## src/rtl/mem_writeback.sv

```systemverilog
// ---------------------------------------------------------------------------
// mem_writeback : memory / writeback stage of the c16 pipeline.
//
// Sits directly after the executor. ALU results are registered onto the
// register-file write port. Stores go straight out to RAM port B in the
// accept cycle. Loads issue their address, stall the executor for
// LOAD_LATENCY cycles, and then write the returned word back.
//
// Optional feature macro: WB_FWD_EN
//   When defined, the fwd_* ports expose the combinational next-cycle values
//   of wb_en/wb_dest/wb_value so the decoder can bypass a cycle early.
//   When undefined, those ports and their logic are absent.
//
// Ports
//   clk, reset                 pipeline clock, synchronous active-high reset
//   ex_valid/ex_op/ex_dest     executor result handshake and op decode
//   ex_value                   ALU result, or word address for LD/ST
//   ex_wen                     register write request (ALU only)
//   ex_store_data              store data (ST only)
//   ex_ready                   stage accepts ex_valid this cycle
//   mem_addr/mem_wdata/mem_wren/mem_rdata   RAM port B
//   wb_dest/wb_value/wb_en     register-file write port (registered)
//   busy                       a load is outstanding
//   fwd_en/fwd_dest/fwd_value  (WB_FWD_EN only) next-cycle writeback values
// ---------------------------------------------------------------------------
module mem_writeback #(
    parameter int DATA_W       = 16,
    parameter int ADDR_W       = 16,
    parameter int REG_AW       = 4,
    parameter int LOAD_LATENCY = 1
) (
    input  logic              clk,
    input  logic              reset,
    input  logic              ex_valid,
    input  logic [1:0]        ex_op,
    input  logic [REG_AW-1:0] ex_dest,
    input  logic [DATA_W-1:0] ex_value,
    input  logic              ex_wen,
    input  logic [DATA_W-1:0] ex_store_data,
    output logic              ex_ready,
    output logic [ADDR_W-1:0] mem_addr,
    output logic [DATA_W-1:0] mem_wdata,
    output logic              mem_wren,
    input  logic [DATA_W-1:0] mem_rdata,
    output logic [REG_AW-1:0] wb_dest,
    output logic [DATA_W-1:0] wb_value,
    output logic              wb_en,
`ifdef WB_FWD_EN
    output logic              busy,
    output logic              fwd_en,
    output logic [REG_AW-1:0] fwd_dest,
    output logic [DATA_W-1:0] fwd_value
`else
    output logic              busy
`endif
);

    localparam int CNT_W = $clog2(LOAD_LATENCY + 1);
    localparam logic [CNT_W-1:0] CNT_INIT = CNT_W'(LOAD_LATENCY - 1);

    localparam logic [1:0] OP_ALU = 2'b00;
    localparam logic [1:0] OP_LD  = 2'b01;
    localparam logic [1:0] OP_ST  = 2'b10;

    typedef enum logic {
        IDLE,
        LD_WAIT
    } state_t;

    state_t            state, state_nxt;
    logic [CNT_W-1:0]  wait_cnt, wait_cnt_nxt;
    logic [ADDR_W-1:0] ld_addr;
    logic [REG_AW-1:0] ld_dest;
    logic              ld_latch;
    logic              accept;

    logic              wb_en_nxt;
    logic [REG_AW-1:0] wb_dest_nxt;
    logic [DATA_W-1:0] wb_value_nxt;

    // Holding ex_ready low during reset keeps anything presented in that
    // window from being accepted or reaching the RAM.
    always_comb begin
        ex_ready = (state == IDLE) && !reset;
        accept   = ex_valid && ex_ready;
        busy     = (state != IDLE);
    end

    // RAM port B. While a load waits, the address is pinned to the latched
    // load address because upstream is free to change ex_value.
    always_comb begin
        mem_addr  = (state == LD_WAIT) ? ld_addr : ex_value[ADDR_W-1:0];
        mem_wdata = ex_store_data;
        mem_wren  = accept && (ex_op == OP_ST);
    end

    // Next-state and next writeback values. wb_en defaults to 0 so every
    // write is a one-cycle pulse unless another write follows immediately.
    always_comb begin
        state_nxt    = state;
        wait_cnt_nxt = wait_cnt;
        wb_en_nxt    = 1'b0;
        wb_dest_nxt  = wb_dest;
        wb_value_nxt = wb_value;
        ld_latch     = 1'b0;
        case (state)
            IDLE: begin
                if (accept) begin
                    case (ex_op)
                        OP_ALU: begin
                            wb_en_nxt    = ex_wen;
                            wb_dest_nxt  = ex_dest;
                            wb_value_nxt = ex_value;
                        end
                        OP_LD: begin
                            state_nxt    = LD_WAIT;
                            wait_cnt_nxt = CNT_INIT;
                            ld_latch     = 1'b1;
                        end
                        // ST writes RAM combinationally; reserved op is dropped.
                        default: ;
                    endcase
                end
            end
            LD_WAIT: begin
                if (wait_cnt == '0) begin
                    state_nxt    = IDLE;
                    wb_en_nxt    = 1'b1;
                    wb_dest_nxt  = ld_dest;
                    wb_value_nxt = mem_rdata;
                end else begin
                    wait_cnt_nxt = wait_cnt - CNT_W'(1);
                end
            end
            default: state_nxt = IDLE;
        endcase
    end

    // Reset takes priority, so a load caught in LD_WAIT is simply abandoned.
    always_ff @(posedge clk) begin
        if (reset) begin
            state    <= IDLE;
            wait_cnt <= '0;
            wb_en    <= 1'b0;
            wb_dest  <= '0;
            wb_value <= '0;
            ld_addr  <= '0;
            ld_dest  <= '0;
        end else begin
            state    <= state_nxt;
            wait_cnt <= wait_cnt_nxt;
            wb_en    <= wb_en_nxt;
            wb_dest  <= wb_dest_nxt;
            wb_value <= wb_value_nxt;
            if (ld_latch) begin
                ld_addr <= ex_value[ADDR_W-1:0];
                ld_dest <= ex_dest;
            end
        end
    end

`ifdef WB_FWD_EN
    always_comb begin
        fwd_en    = reset ? 1'b0 : wb_en_nxt;
        fwd_dest  = reset ? '0   : wb_dest_nxt;
        fwd_value = reset ? '0   : wb_value_nxt;
    end
`endif

endmodule

```

## config.mk

```make
export PLATFORM = sky130hd
export DESIGN_NAME = mem_writeback
export DESIGN_NICKNAME = d
export VERILOG_FILES = /design/src/rtl/mem_writeback.sv
export SDC_FILE = /design/constraint.sdc
export NUM_CORES = 1
export LEC_CHECK = 0
export ABC_CLOCK_PERIOD_IN_PS = 1400
export BUFFER_PORTS_ARGS = -buffer_cell sky130_fd_sc_hd__buf_4
export CAP_MARGIN = 10
export CORE_MARGIN = 4
export CORE_UTILIZATION = 47
export CTS_BUF_LIST = sky130_fd_sc_hd__clkbuf_8
export DETAILED_ROUTE_END_ITERATION = 8
export PLACE_DENSITY_LB_ADDON = 0.08
export SLEW_MARGIN = 20
export SYNTH_ARGS = -nofsm -noshare
export SYNTH_HDL_FRONTEND = slang
export SYNTH_SLANG_ARGS = --single-unit
export TNS_END_PERCENT = 100
```

## constraint.sdc

```tcl
create_clock -name clk -period 1.4 [get_ports clk]
set_input_delay 0.14 -clock clk [delete_from_list [all_inputs] [get_ports clk]]
set_output_delay 0.14 -clock clk [all_outputs]
set_load 0.005 [all_outputs]
```

[Word level (Yosys, flattened, before mapping)]
Cells that the tools add are included.
Word-level totals
  register bits: 43
  output and inout port bits: 56
  logic and storage cells: 44
Cells by class
  add/subtract/negate cells: 1
  eq/ne operators: 6
  multiplexer cells: 22
  bitwise logic cells: 1
  reduce and logical (&&, ||, !) cells: 7
Operators by type and width (number)
  two-way mux 16 bit: 4
  case mux 16 bit (2 select lines): 1
  two-way mux 4 bit: 3
  two-way mux 1 bit: 10
  case mux 4 bit (2 select lines): 1
  case mux 1 bit (2 select lines): 3
  != test 2 x 1 -> 1 bit (second input constant): 2
  != test 2 bit (second input constant): 2
  logical AND 1 bit: 3
  AND reduction 3 bit: 1
  == test 2 x 1 -> 1 bit (second input constant): 1
  == test 2 bit (second input constant): 1
  logical NOT 2 bit: 1
  AND reduction 2 bit: 1
  logical NOT 1 bit: 1
  inverter 1 bit: 1
  subtractor 1 bit (second input constant): 1

[Logic depth before layout (Yosys ltp)]
  word-level depth: 5
  mapped depth: 5

[Worst setup path after synthesis]
Ideal clock, no wire load.
  kind: reg2out
  start: register state, in the netlist busy
  end: output mem_addr[0]
  data arrival time: 1114 ps
  slack: 146 ps
  cell stages (with the launch flop): 4
  buffers on the path: 2
  cells stage by stage: dfxtp_1 buf_4 buf_2 mux2_2
On the way
  longest elaborated chain between the ends: 1
RTL lines
  start: declaration: RTL line 70  | state_t state, state_nxt;
  start signal: assignment: RTL line 150  | state <= state_nxt;
  two-way mux 16 bit: RTL line 92  | mem_addr = (state == LD_WAIT) ? ld_addr : ex_value[ADDR_W-1:0];
  end: declaration: RTL line 41  | output logic [ADDR_W-1:0] mem_addr,
No other way between the ends.

[Worst setup path after layout]
  start: register state, in the netlist busy
  end: output mem_addr[4]
The elaborated chain is that of the path after synthesis.

==> flow_summary.json <==
{
  "layout_common_cells": "83 x buf_4, 41 x dfxtp_1, 20 x o211ai_1, 20 x mux2i_1, 20 x nor3_1",
  "initial_utilization": 0.4947,
  "die_x_um": 76.39,
  "max_freq_ghz": 0.6858,
  "syn_to_final_growth_pct": 45.36,
  "avgSynthCellArea_um2": 9.684,
  "port_buffers": 81,
  "via_per_inst": 5.685,
  "ioPinCount": 114,
  "path_max_fanout": 10,
  "drc": 0,
  "coreArea_mm2": 0.004444,
  "syn_nets": 285,
  "crit_arrival_ns": 1.32,
  "status": "finished, violations left",
  "setup_tns_ns": -0.6800,
  "grt_pass1_wl_um": 10250,
  "vias": 2024,
  "ys_types": 24,
  "grt_use_total": 0.2165,
  "drv_slew": 0,
  "clock_path_buffers": 2,
  "synthCells": 227,
  "overflow": 0,
  "path_class": "flip-flop to output pin",
  "h-tree-depth": 2,
  "grt_pass1_vias": 2024,
  "drt_iter0_drc": 114,
  "fin_skew_ns": 0.004306,
  "setup_viol": 23,
  "clkLatencyLatePin_ns": 0.30,
  "violations": "setup timing",
  "worstSetupStartpointType": "flip-flop",
  "rsz0062_at_grt": "true",
  "final_cells": 356,
  "die_area_mm2": 0.005835,
  "crit_path_end_kind": "output pin",
  "place_hpwl_um": 3955,
  "final_nets": 361,
  "cts-buffers-inserted": 5,
  "clockRootBuffer": "clkbuf_8",
  "slew_headroom": 0.5553,
  "dr.pass1.iters": 4,
  "place.gp.congestion": 0.7411,
  "tritoncts": "done",
  "yosysWarnings": 0,
  "hold_ws_ns": 0.06043,
  "place_ws_ns": 0.1174,
  "powerDensity_mw_per_mm2": 879.2,
  "cts_sinks": 42,
  "period_share": 1.042,
  "grt_max_degree": 22,
  "postCtsHoldBufs": 0,
  "cp.required_ns": 1.26,
  "ys_ff_latch": 42,
  "synth-seq-area-share": 0.3825,
  "final_common_cell": "buf_4",
  "num_rows": 24,
  "clkTransAtPathRegs_ns": 0.08,
  "antenna_cells": 0,
  "syn_area_mm2": 0.002198,
  "drt_wl_total_um": 6492,
  "num-fill-cells": 339,
  "post_drt_wl_per_cell_um": 18.24,
  "fp.dieH_um": 76.39,
  "dp_cells": 331,
  "p_leak_nw": 1.423,
  "setup_slack_ns": -0.05825,
  "antenna_found_initial": 0,
  "vdd_drop_max_v": 0.0005336,
  "drive_gt1_frac": 0.4803,
  "hold_class": "input port to flip-flop",
  "worst_pin_slew_ns": 0.6663,
  "drtAntennaViolNets": 0,
  "post-route-min-period_ns": 1.458,
  "maxCapViolations": 0,
  "hold_viol_final": 0
}
-- final timing paths --
path,from,end,slack (ns),depth (start not counted)
setup reg to reg,busy,ld_addr[0],-0.03,6
hold / removal,ex_dest[1],ld_dest[1],0.06,3
hold reg to reg,ld_dest[1],ld_dest[1],0.48,2
setup / recovery,busy,mem_addr[4],-0.06,3
-- metal layers --
layer	vias to the layer above	routed length, um	global-route usage	part of all wire
met5	-	0	0	0
met4	0	91	0.07428	0.014
met3	13	548	0.07447	0.084
met2	84	3007	0.3506	0.46
met1	955	2844	0.2676	0.44
li1	972	-	-	-
-- layout make-up --
type	count	area, um2	share of cell area
timing repair buffer	108	1017	0.3183
tap	52	65.06	0.02036
multi-input combinational	144	1152	0.3606
inverter	2	7.507	0.002349
clock inverter	3	40.04	0.01253
clock buffer	5	68.82	0.02153
sequential	42	844.6	0.2643
-- flip-flops by register name, summed over array words and instances (netlist names) --
| signal | flops |
|---|---|
| ld_addr | 16 |
| wb_value | 16 |
| busy | 1 |
| wb_dest | 4 |
| wb_en | 1 |
| ld_dest | 4 |
-- worst max-delay path, stage by stage (launching register included) --
cell and delay (ns):
dfxtp_4 0.43, buf_12 0.16, mux2_4 0.31, buf_6 0.12
-- cells in the mapped netlist (all sizes together) --
cell type	number	area share
dfxtp	42	0.38
buf	31	0.11
nor3	21	0.048
a211oi	20	0.082
mux2i	20	0.091
nand2	20	0.034
o211ai	20	0.068
nand3	19	0.043
mux2	15	0.077
clkbuf	8	0.018
inv	2	0.0034
nor4b	2	0.022
and4b	1	0.0051
nand3b	1	0.0034
nor2	1	0.0017
o211a	1	0.0046
o21ai	1	0.0023
o41ai	1	0.0040
or2	1	0.0040
-- what timing repair did --
item	in CTS	in global routing
endpoints found under the setup margin	16	36
buffers inserted	9	4
pin swaps	0	5
gates resized for setup	22	16
cloned	3	1
-- stage by stage --
step | cell area [um2] | total power (W) | utilization
3_5_place_dp | 2728 | 0.001787 | 0.6137
3_3_place_gp | 2728 | 0.001780 | 0.6137
5_1_grt | 3196 | 0.002926 | 0.7190
6_report | 3196 | 0.002810 | 0.7190
2_1_floorplan | 2198 | 0.001570 | -
4_1_cts | 3080 | 0.002788 | 0.6931
-- cells by family (layout without fill, tap and decap cells) --
| group | count (synthesis) | after routing | synth area share |
|---|---|---|---|
| muxes | 35 | 35 | 0.1679 |
| DFF | 42 | 42 | 0.3825 |
| and+or+nand+nor | 66 | 66 | 0.1611 |
| buffers and inverters | 41 | 118 | 0.1275 |
| AOI/OAI and AO/OA | 43 | 43 | 0.1611 |
-- power by group --
part           internal [W]  switching (W)
registers           0.00125      0.0000339
logic              0.000334       0.000233
clock network      0.000525       0.000436
Note: power is estimated with default switching activity, not from simulation.
